File: src/rtl/if_prefetch_queue_pkg.sv
// if_prefetch_queue_pkg: shared types and constants for the instruction-fetch prefetch queue
// Contents: instruction width, PC increment, NOP encoding and the queue entry type.
package if_pkg;
    localparam int          INSTR_W   = 32;
    localparam logic [31:0] PC_STEP   = 32'd4;
    localparam logic [31:0] NOP_INSTR = 32'h0000_0000;
    typedef struct packed {
        logic [31:0]        pc;
        logic [INSTR_W-1:0] instr;
    } fetch_entry_t;
endpackage

File: src/rtl/if_prefetch_queue_if.sv
// if_prefetch_queue_if: handshake/bus bundle of the fetch front end
// master: the prefetch queue (drives imem address and out_* head signals, queue_count)
// slave : its environment (drives imem read data, redirect request and the ID stall)
interface if_prefetch_queue_if #(
    parameter int DEPTH  = 4,
    parameter int ADDR_W = 8
);
    import if_pkg::*;
    localparam int CW = $clog2(DEPTH) + 1;
    logic [ADDR_W-1:0]  imem_address;
    logic [INSTR_W-1:0] imem_instruction;
    logic               redirect_valid;
    logic [31:0]        redirect_pc;
    logic               stall;
    logic               out_valid;
    logic [INSTR_W-1:0] out_instruction;
    logic [31:0]        out_pc;
    logic [31:0]        out_pc_plus_4;
    logic [CW-1:0]      queue_count;
    modport master (
        output imem_address, out_valid, out_instruction, out_pc, out_pc_plus_4, queue_count,
        input  imem_instruction, redirect_valid, redirect_pc, stall
    );
    modport slave (
        input  imem_address, out_valid, out_instruction, out_pc, out_pc_plus_4, queue_count,
        output imem_instruction, redirect_valid, redirect_pc, stall
    );
endinterface

File: src/rtl/if_prefetch_queue_entry_fifo.sv
// if_entry_fifo: synchronous FIFO of fetch entries with single-cycle flush
// Ports: clk, reset (sync, active-low), push/pop/flush controls, wr_data in,
//        rd_data = head entry (valid only when count != 0), count = occupancy.
// The caller never pushes when full without a pop, nor pops when empty.
module if_entry_fifo
    import if_pkg::*;
#(
    parameter int DEPTH = 4
) (
    input  logic                   clk,
    input  logic                   reset,
    input  logic                   push,
    input  logic                   pop,
    input  logic                   flush,
    input  fetch_entry_t           wr_data,
    output fetch_entry_t           rd_data,
    output logic [$clog2(DEPTH):0] count
);
    localparam int AW = $clog2(DEPTH);
    fetch_entry_t  mem_q [DEPTH];
    fetch_entry_t  mem_d [DEPTH];
    logic [AW-1:0] head_q, head_d, tail_q, tail_d;
    logic [AW:0]   count_q, count_d;
    always_comb begin
        mem_d   = mem_q;
        head_d  = head_q;
        tail_d  = tail_q;
        count_d = count_q;
        if (flush) begin
            head_d  = '0;
            tail_d  = '0;
            count_d = '0;
        end else begin
            if (push) begin
                mem_d[tail_q] = wr_data;
                tail_d        = tail_q + 1'b1;
            end
            if (pop) head_d = head_q + 1'b1;
            count_d = count_q + (AW+1)'(push) - (AW+1)'(pop);
        end
    end
    // Storage is not reset: an empty count already hides stale entries.
    always_ff @(posedge clk) begin
        if (!reset) begin
            head_q  <= '0;
            tail_q  <= '0;
            count_q <= '0;
        end else begin
            head_q  <= head_d;
            tail_q  <= tail_d;
            count_q <= count_d;
        end
        mem_q <= mem_d;
    end
    assign rd_data = mem_q[head_q];
    assign count   = count_q;
endmodule

File: src/rtl/if_prefetch_queue.sv
// if_prefetch_queue: instruction-fetch front end with a small prefetch FIFO
// Ports: clk, reset (sync, active-low), bus (if_prefetch_queue_if.master):
//   imem_address/imem_instruction to instruction memory, redirect_valid/redirect_pc
//   from ID, stall from ID, out_* head entry (NOP-gated) and queue_count.
module if_prefetch_queue
    import if_pkg::*;
#(
    parameter int          DEPTH    = 4,
    parameter int          ADDR_W   = 8,
    parameter logic [31:0] RESET_PC = 32'h0000_0000
) (
    input  logic                 clk,
    input  logic                 reset,
    if_prefetch_queue_if.master  bus
);
    localparam int CW = $clog2(DEPTH) + 1;
    logic [31:0]   fetch_pc_q, fetch_pc_d;
    logic [CW-1:0] count;
    logic          valid, push, pop;
    fetch_entry_t  head;
    assign valid = count != '0;
    // Redirect overrides everything; a full queue may still accept when the head leaves.
    assign pop  = valid & ~bus.stall & ~bus.redirect_valid;
    assign push = ~bus.redirect_valid & ((count < CW'(DEPTH)) | pop);
    always_comb begin
        fetch_pc_d = bus.redirect_valid ? (bus.redirect_pc & ~32'h3) :
                     push               ? fetch_pc_q + PC_STEP      :
                                          fetch_pc_q;
    end
    always_ff @(posedge clk) begin
        if (!reset) fetch_pc_q <= RESET_PC;
        else        fetch_pc_q <= fetch_pc_d;
    end
    if_entry_fifo #(.DEPTH(DEPTH)) u_fifo (
        .clk     (clk),
        .reset   (reset),
        .push    (push),
        .pop     (pop),
        .flush   (bus.redirect_valid),
        .wr_data ('{pc: fetch_pc_q, instr: bus.imem_instruction}),
        .rd_data (head),
        .count   (count)
    );
    // Outputs depend only on registered queue state, never on stall or redirect.
    assign bus.imem_address    = fetch_pc_q[ADDR_W-1:0];
    assign bus.out_valid       = valid;
    assign bus.out_instruction = valid ? head.instr : NOP_INSTR;
    assign bus.out_pc          = valid ? head.pc : 32'h0;
    assign bus.out_pc_plus_4   = valid ? head.pc + PC_STEP : 32'h0;
    assign bus.queue_count     = count;
endmodule

File: src/flat_wrapper.sv
// flat-port wrapper written by rule: the top's interface ports become plain ports
module if_prefetch_queue_flat import if_pkg::*;
#(
    parameter int          DEPTH    = 4,
    parameter int          ADDR_W   = 8,
    parameter logic [31:0] RESET_PC = 32'h0000_0000
)
  (clk, reset, bus_imem_address, bus_out_valid, bus_out_instruction, bus_out_pc, bus_out_pc_plus_4, bus_queue_count, bus_imem_instruction, bus_redirect_valid, bus_redirect_pc, bus_stall);
  if_prefetch_queue_if #(.DEPTH(DEPTH), .ADDR_W(ADDR_W)) bus_i ();
  input  logic clk;
  input  logic reset;
  output wire logic [$bits(bus_i.imem_address)-1:0] bus_imem_address;
  output wire logic [$bits(bus_i.out_valid)-1:0] bus_out_valid;
  output wire logic [$bits(bus_i.out_instruction)-1:0] bus_out_instruction;
  output wire logic [$bits(bus_i.out_pc)-1:0] bus_out_pc;
  output wire logic [$bits(bus_i.out_pc_plus_4)-1:0] bus_out_pc_plus_4;
  output wire logic [$bits(bus_i.queue_count)-1:0] bus_queue_count;
  input wire logic [$bits(bus_i.imem_instruction)-1:0] bus_imem_instruction;
  input wire logic [$bits(bus_i.redirect_valid)-1:0] bus_redirect_valid;
  input wire logic [$bits(bus_i.redirect_pc)-1:0] bus_redirect_pc;
  input wire logic [$bits(bus_i.stall)-1:0] bus_stall;
  assign bus_imem_address = bus_i.imem_address;
  assign bus_out_valid = bus_i.out_valid;
  assign bus_out_instruction = bus_i.out_instruction;
  assign bus_out_pc = bus_i.out_pc;
  assign bus_out_pc_plus_4 = bus_i.out_pc_plus_4;
  assign bus_queue_count = bus_i.queue_count;
  assign bus_i.imem_instruction = bus_imem_instruction;
  assign bus_i.redirect_valid = bus_redirect_valid;
  assign bus_i.redirect_pc = bus_redirect_pc;
  assign bus_i.stall = bus_stall;
  if_prefetch_queue #(.DEPTH(DEPTH), .ADDR_W(ADDR_W), .RESET_PC(RESET_PC)) u_core (.clk(clk), .reset(reset), .bus(bus_i));
endmodule
File: config.mk
export PLATFORM = sky130hd
export DESIGN_NAME = if_prefetch_queue_flat
export DESIGN_NICKNAME = d
export VERILOG_FILES = /design/src/rtl/if_prefetch_queue_pkg.sv /design/src/rtl/if_prefetch_queue_if.sv /design/src/rtl/if_prefetch_queue_entry_fifo.sv /design/src/rtl/if_prefetch_queue.sv /design/src/flat_wrapper.sv
export SDC_FILE = /design/constraint.sdc
export NUM_CORES = 1
export LEC_CHECK = 0
export ABC_AREA = 1
export CORE_AREA = 2 2 189 191
export CTS_BUF_LIST = sky130_fd_sc_hd__clkbuf_8
export CTS_CLUSTER_DIAMETER = 30
export DETAILED_ROUTE_END_ITERATION = 8
export DIE_AREA = 0 0 191 193
export GPL_TIMING_DRIVEN = 0
export SLEW_MARGIN = 20
export SYNTH_ARGS = -nofsm -noshare
export SYNTH_HDL_FRONTEND = slang
export SYNTH_SLANG_ARGS = --single-unit
File: constraint.sdc
create_clock -name clk -period 3.3 [get_ports clk]
set_input_delay 0.66 -clock clk [delete_from_list [all_inputs] [get_ports clk]]
set_output_delay 0.66 -clock clk [all_outputs]
set_load 0.05 [all_outputs]
==> results.md, run 1 <==
Run status:
- The flow ran to the end, but the final reports show violations.
- The checks that failed: setup timing.

Timing:
- The achievable frequency is 293 MHz.
- Across all setup checks in the final design, the least slack found is -0.119 ns.
- Measured against its own limit, the worst slew margin works out to 59.7%.
- The total count of max-transition violations in the final report is 0.
- Setup violations remaining at the end of the flow were counted as 17.
- The maximum clock skew at final layout is 0.0161 ns.
- The final period utilization is 104%.
- Setup repair after global routing could not meet its margin everywhere.
- Across all hold checks on the routed design, the worst slack comes to 0.454 ns.
- At the pin with the least slew margin, the transition time is 0.604 ns.
- The time the worst path needs with I/O delays and setup is 3.42 ns.
- The count of final hold-check violations is 0.

Die:
- The floorplan step set the die height to 193 um.
- The area of the placeable core is 35000 um^2.
- The floorplan step set the die width to 191 um.
- The initial standard-cell utilization of the core is 39.5%.
- The number of placement rows is 69.
- The area enclosed by the die boundary is 36900 um^2.
- In this run the count of I/O pins placed on the die edge is 176.

Synthesis:
- The post-synthesis cell type with the largest combined area is edfxtp_1.
- In this run, distinct cell masters in the synthesized netlist total 42.
- After synthesis the cells add up to 13800 um^2.
- In this run, synthesis produced a sequential element count of 285.
- Yosys printed 0 warnings.
- In this run the mean area of a mapped cell was 9.01 um^2.
- The portion of the post-synthesis area used by sequential elements is 59.3%.
- The cell count after synthesis came out at 1533.
- The top cell type's share of synthesized area is 53.9%.
- In the post-synthesis netlist, the biggest area contributors are edfxtp_1 54%, nand2_1 12%, nor2_1 7.1%, dfxtp_1 5.4%, o21ai_0 3.9%.

Clock network:
- Clock tree synthesis inserted a total of 57 buffers.
- The root buffer cell is clkbuf_8.
- TritonCTS built the clock tree.
- The clock sink count is 285.
- Clock-pin slew was measured on the worst setup and hold paths at 0.06 ns.
- The maximum level of the CTS H-tree is 2.
- Clock latency on the worst-skew pair, taken at its later pin, is 0.59 ns.
- The maximum count of clock buffers along a single path is 3.

Detailed routing:
- The routed design has 42700 um of wire.
- The violation count after the first detailed-routing iteration is 984.
- The remaining antenna violation count after routing is 0.
- The total DRC errors in the routed layout is 0.
- Detailed routing inserted a total of 11735 vias.
- The routed design uses 3010 um of met3 wire.
- The detailed router used layers up to and including met4.
- After detailed routing, the met2 layer carries 20000 um of wire.
- The first TritonRoute pass finished after 5 iterations.
- The number of vias per cell is 5.05.
- The final routed wire length divided by cell count is 18.4 um.
- In the final routing, the length of wire on met1 measures 18500 um.

Critical path:
- The cell at the slowest stage of the critical path is dfxtp_4.
- The minimum setup slack among reg-to-reg paths is 0.34 ns.
- The class of the most critical setup path is flop to output pin.
- The signal on the critical path passes through inv_8 > buf_12 > buf_12 > nand2_4 > o211ai_1 > nand2_2 > ha_4 > nand3_4 > nor2_4 > nand3_4 > nor2_4 > nand2_1 > nand2_1 > inv_1 > nor2_2 > buf_6.
- The required time reported for the critical path endpoint is 2.64 ns.
- For the worst setup path, the data arrival time is 2.76 ns.
- For this run, the slowest stage of the critical path takes 0.44 ns.
- The sort of element at the start of the critical path is a flop.
- The top fanout value on the critical path is 6.
- The worst setup path is captured at an output pin.

Global route:
- The number of antenna violations at the first check in global routing is 1.
- Global routing consumed, over all layers together, 22.9% of the routing resources.
- The aggregate global routing overflow is 0.
- The first-pass GRT wire length is 63800 um.
- Entering global routing, the biggest net connects 47 pins.
- The via count of the first global-routing pass is 11302.

Power:
- The total power per unit cell area is 492 nW/um^2.
- For this design the total switching power over the nets is 0.00253 W.
- In this run switching power makes up 27.6% of total power.
- In this run, the combinational gates consume 14.3% of the power.
- Summed over all cells, the static leakage comes to 7.42 nW.
- Per report_power, the clock group accounts for 40.3% of the total.
- The worst-case IR drop observed on VDD is 0.286 mV.
- The overall power consumption is 0.00916 W.
- The internal power of the cells totals 0.00663 W.
- The part of the total power dissipated in sequential elements is 45.4%.

Placement:
- The detailed placement HPWL is 29000 um.
- In this run, placement finished with an instance count of 2168.
- Port buffering added 165 buffers.
- The instance area after placement is 16200 um^2.
- Before CTS, the worst setup slack after placement is -0.936 ns.
- The global placement routability congestion is 0.909.

Cells and area:
- The final cell area excluding filler cells is 18600 um^2.
- The repair_antennas step left the layout with diodes totalling 0.
- The storage element area is 8200 um^2.
- The final layout contains 1897 nets.
- The number of filler instances in the final layout is 3166.
- The area growth from synthesis to layout is 34.8%.
- Leaving out fill and tap cells, the most frequent cell in the layout is nand2_1.
- The fraction of layout cells with a size suffix above 1 is 26.3%.
- The top cell types in the final layout, fill and taps aside, are 358 x nand2_1, 248 x edfxtp_1, 222 x nor2_1.
- The multi-input combinational cells in the finished layout cover a total of 5580 um^2.
- The final instance count without filler cells is 2326.

Job:
- Max-cap violations in this run came to 0.

Hold path:
- The kind of path behind the tightest hold check is input port to flop.
repair_timing:
action,in CTS,in global routing
pin swaps,50,69
hold buffers,0,0
hold endpoints to repair,0,0
setup endpoints to repair,93,78
cloned,0,1
resized for setup,518,206
buffers inserted,33,26
per-layer routing:
layer  GRT usage, %  up-vias
met5              0        -
met4           8.97        0
met3           4.98       85
met2           37.1      434
met1           30.1     5529
li1               -     5687
path summary, 6_finish.rpt:
kind	startpoint	to	cells past startpoint
worst max-delay path	u_core.u_fifo.head_q[0]	bus_out_pc_plus_4[22]	16
worst min-delay path	reset	u_core.fetch_pc_q[3]	3
worst max register to register	u_core.u_fifo.count[2]	u_core.u_fifo.count[2]	12
worst min register to register	u_core.u_fifo.tail_q[0]	u_core.u_fifo.tail_q[0]	1
Yosys cell counts (all sizes together):
master and instances:
nand2 453, nor2 276, edfxtp 248, o21ai 107
nand3 95, inv 89, a21oi 76, buf 46
dfxtp 37, clkbuf 34, nor3 14, a31oi 11
ha 8, nand4 8, xor2 7, xnor2 5
o211ai 3, o21bai 3, clkinv 2, or2 2
a211oi 1, a21o 1, a2bb2oi 1, a32oi 1
conb 1, fa 1, nand3b 1, o221ai 1
or3 1
power groups by stage:
stage | Sequential, W | Clock, W | Combinational [W]
3_3_place_gp | 0.00423 | 0 | 0.00115
2_1_floorplan | 0.00419 | 0 | 0.000719
5_1_grt | 0.00417 | 0.00393 | 0.00140
6_report | 0.00416 | 0.00369 | 0.00131
3_5_place_dp | 0.00422 | 0 | 0.00117
4_1_cts | 0.00415 | 0.00375 | 0.00123
registers in the layout (all words and copies together) (netlist names):
| signal | count |
|---|---|
| u_core.u_fifo.mem_q | 248 |
| u_core.fetch_pc_q | 30 |
| u_core.u_fifo.count | 3 |
| u_core.u_fifo.head_q | 2 |
| u_core.u_fifo.tail_q | 2 |
metrics by stage:
stage               TNS, ns  util, %
detailed placement   -67.71     46.3
finish                -1.04     53.3
CTS                   -2.74     51.6
global placement    -471.87     46.0
floorplan                 0        -
global route          -3.80     53.3
final cells by class:
type,count,share of cell area (%)
inverters,91,1.98
repair buffers,226,11.3
multi-input cells,1082,29.9
clock inverters,45,2.09
flip-flops and latches,285,44.0
plain buffers,77,3.17
well taps,461,3.10
clock buffers,59,4.36
worst max-delay path, delay by kind of cell (launching register included):
kind | cells | cell delay [ns]
compound gates | 1 | 0.08
fa+ha+maj | 1 | 0.16
simple gates | 9 | 0.93
buf+inv | 5 | 0.52
flops | 1 | 0.44
kinds of logic (layout without fill, tap and decap cells):
kind of cell,count (synthesis),after routing,synth area share [%]
buffers and inverters,171,498,6.00
other,1,6,0.0271
AO/OA/AOI/OAI,205,205,7.75
adder cells (fa/ha/maj),9,9,0.870
XOR/XNOR,12,12,0.761
AND/OR/NAND/NOR,850,850,25.3
flip-flops,285,285,59.3
No activity file was read; power rests on OpenSTA's default activity.
==> run 2, diff against run 1 <==
- CTS_CLUSTER_DIAMETER: 30 -> unset
==> run 2 against run 1 <==
Net effect: critical endpoint is now bus_out_pc_plus_4[16]; non-clock buffer count rose by 4; sequential power barely moved; the flow still finishes with violations (setup timing); clock-buffer cell count fell by 9; worst hold slack improved by 0.019 ns; global-route usage fell by 0.22 points; via count rose by 0.44%; die area did not move; highest routed layer unchanged.
==> results.md, run 2 (synthesized netlist as in run 1, its figures left out) <==
Die:
- The height of the die was 193 um (unchanged).
- The initial standard-cell utilization of the core was 39.5% (unchanged).
- The count of pins on the block boundary came to 176 (unchanged).
- The area enclosed by the die boundary is 36900 um^2 (unchanged).
- The number of placement rows was 69 (unchanged).
- The area of the placeable core was 35000 um^2 (unchanged).
- The die width is 191 um (unchanged).

Power:
- The combinational group share of total power is 15.9% (was 14.3%).
- The total power per unit cell area is 453 nW/um^2 (was 492 nW/um^2).
- The switching power is 0.00239 W (was 0.00253 W).
- The part of the total power dissipated in sequential elements is 50.1% (was 45.4%).
- The overall power consumption is 0.00828 W (was 0.00916 W).
- The clock network power share is 34.0% (was 40.3%).
- The switching share of total power was 28.9% (was 27.6%).
- The static power due to leakage came to 7.32 nW (was 7.42 nW).
- The internal power of the cells is 0.00589 W (was 0.00663 W).
- The worst voltage drop across the vdd grid is 0.240 mV (was 0.286 mV).

Critical path:
- The endpoint kind of the worst setup timing path is an output pin (unchanged).
- The required time reported for the critical path endpoint was 2.64 ns (about the same).
- The arrival time of the worst setup path was 2.73 ns (was 2.76 ns).
- The delay of the slowest cell on the worst path is 0.43 ns (was 0.44 ns).
- Ordered list of cells on the worst path: inv_8 > buf_12 > buf_12 > nand2_4 > o211ai_1 > nand2_2 > ha_4 > nand3_4 > nor2_4 > nand2_4 > nor2_4 > o21ai_2 > nor2_2 > buf_6 (was inv_8 > buf_12 > buf_12 > nand2_4 > o211ai_1 > nand2_2 > ha_4 > nand3_4 > nor2_4 > nand3_4 > nor2_4 > nand2_1 > nand2_1 > inv_1 > nor2_2 > buf_6).
- The sort of element at the start of the critical path was a flop (unchanged).
- The cell at the slowest stage of the critical path was dfxtp_4 (unchanged).
- The top fanout value on the critical path is 5 (was 6).
- The class of the most critical setup path is flop to output pin (unchanged).

Timing:
- The headroom to the max-slew limit was 59.6% (was 59.7%).
- Unrepaired setup endpoints after global routing: yes (unchanged).
- The total count of max-transition violations in the final report is 0 (unchanged).
- The worst setup margin is -0.0902 ns (was -0.119 ns).
- The time the worst path needs with I/O delays and setup is 3.39 ns (was 3.42 ns).
- The count of final hold-check violations is 0 (unchanged).
- The maximum clock skew at final layout came to 0.0197 ns (was 0.0161 ns).
- The final period utilization is 103% (was 104%).
- The summed negative setup slack over all endpoints is -0.445 ns (was -1.04 ns).
- The worst slack on hold paths was 0.473 ns (was 0.454 ns).
- The achievable frequency was 295 MHz (was 293 MHz).
- The number of setup violations in the final report is 10 (was 17).
- The actual transition at the worst max-transition pin came to 0.607 ns (was 0.604 ns).

Detailed routing:
- The number of vias per cell is 5.10 (was 5.05).
- The remaining antenna violation count after routing is 0 (unchanged).
- The total number of vias is 11787 (was 11735).
- The wire length reported by the detailed router came to 43000 um (was 42700 um).
- The detailed-routing iteration count for the pre-antenna-repair pass came to 5 (unchanged).
- The final routed wire length divided by cell count is 18.6 um (was 18.4 um).
- The violation count after the first detailed-routing iteration is 1045 (was 984).
- The total DRC errors in the routed layout is 0 (unchanged).

Placement:
- The count of port buffers added during placement was 165 (unchanged).
- The global placement routability congestion is 0.909 (unchanged).
- The detailed placement HPWL is 29000 um (unchanged).
- The worst slack at placement came to -0.936 ns (unchanged).

Clock network:
- The total CTS buffers came to 48 (was 57).
- The maximum count of clock buffers along a single path is 3 (unchanged).
- The count of hold-fix buffers inserted at cts is 0 (unchanged).
- The clock sink count is 285 (unchanged).
- The root buffer cell is clkbuf_8 (unchanged).
- The later-pin clock latency in the skew report came to 0.59 ns (about the same).
- The CTS tree is done (unchanged).
- The maximum level of the CTS H-tree came to 2 (unchanged).
- The clock slew at the register clock pins of the worst setup and hold paths is 0.06 ns (about the same).

Global route:
- The aggregate global routing overflow is 0 (unchanged).
- The number of antenna violations at the first check in global routing was 0 (was 1).
- The first-pass GRT wire length is 63200 um (was 63800 um).
- The total track usage was 22.7% (was 22.9%).
- The via count of the first global-routing pass is 11051 (was 11302).
- The largest net degree at the start of global routing is 47 (unchanged).

Hold path:
- The kind of path behind the tightest hold check is input port to flop (unchanged).

Cells and area:
- The final core utilization is 52.2% (was 53.3%).
- The fraction of layout cells with a size suffix above 1 is 24.7% (was 26.3%).
- The register name with the most flops is u_core.u_fifo.mem_q (unchanged).
- Commonest non-fill, non-tap cells in the layout: 359 x nand2_1, 248 x edfxtp_1, 222 x nor2_1 (was 358 x nand2_1, 248 x edfxtp_1, 222 x nor2_1).
- The total number of nets in the final design was 1892 (was 1897).
- The most common cell after layout, fill and taps aside is nand2_1 (unchanged).
- The number of filler instances in the final layout is 3213 (was 3166).
- The flip-flop count of the largest register after layout was 248 (unchanged).
- The number of antenna repair diodes came to 0 (unchanged).
- The area growth from synthesis to layout came to 32.2% (was 34.8%).

Run status:
- Status: complete, but fails checks (unchanged).
- Violations in the final reports: setup timing (unchanged).

Job:
- The max-capacitance violation count is 0 (unchanged).
-- run 2: through the flow --
stage | cells | cell area, um^2
final | 2313 | 18300
after global routing | 2313 | 18300
after CTS | 2280 | 17600
after detailed placement | 2168 | 16200
after global placement | 2164 | 16100
after floorplan | 1538 | 13800
-- run 2: layout make-up --
class	count	area (um^2)	area share, %
Sequential cell	285	8200	44.9
Buffer	76	583	3.19
Inverter	91	368	2.01
Clock buffer	50	688	3.77
Tap cell	461	577	3.16
Multi-Input combinational cell	1082	5510	30.1
Timing Repair Buffer	231	2180	12.0
Clock inverter	37	164	0.897
-- run 2: final timing paths --
kind                                start                       to  cells after the start  slack (ns)
setup / recovery  u_core.u_fifo.head_q[0]    bus_out_pc_plus_4[16]                     14       -0.09
hold / removal                      reset     u_core.fetch_pc_q[7]                      3        0.47
setup reg to reg   u_core.u_fifo.count[2]   u_core.u_fifo.count[2]                     12        0.34
hold reg to reg   u_core.u_fifo.tail_q[0]  u_core.u_fifo.tail_q[0]                      1        0.51
-- run 2: worst max-delay path: cells and delay by family (launching register included) --
kind,cells,cell delay [ns]
and+or+nand+nor,7,0.90
buffers and inverters,4,0.50
DFF,1,0.43
AOI/OAI and AO/OA,2,0.16
adders and majority gates,1,0.16
-- run 2: layer usage --
metal / vias to the layer above / GRT usage, % / wire length (um)
li1: 5674 / - / -
met1: 5551 / 30.0 / 18400
met2: 463 / 36.3 / 19900
met3: 99 / 5.39 / 3170
met4: 0 / 8.53 / 1460
met5: - / 0 / 0
-- run 2: power groups by stage --
| stage | registers, W | clock network [W] | logic [W] |
|---|---|---|---|
| floorplan | 0.00419 | 0 | 0.000719 |
| global placement | 0.00423 | 0 | 0.00115 |
| finish | 0.00415 | 0.00282 | 0.00131 |
| CTS | 0.00415 | 0.00288 | 0.00121 |
| detailed placement | 0.00422 | 0 | 0.00117 |
| global route | 0.00417 | 0.00303 | 0.00140 |
-- run 2: what timing repair did --
item / CTS / global route
cloned: 0 / 2
setup buffers: 25 / 37
pin swaps: 40 / 65
endpoints found under the setup margin: 93 / 79
resized for setup: 484 / 207
==> run 3, diff against run 2 <==
- CTS_CLUSTER_SIZE: unset -> 8
==> results of run 3 <==
Same layout as run 2: the final DEF is identical, and so are final timing and power.
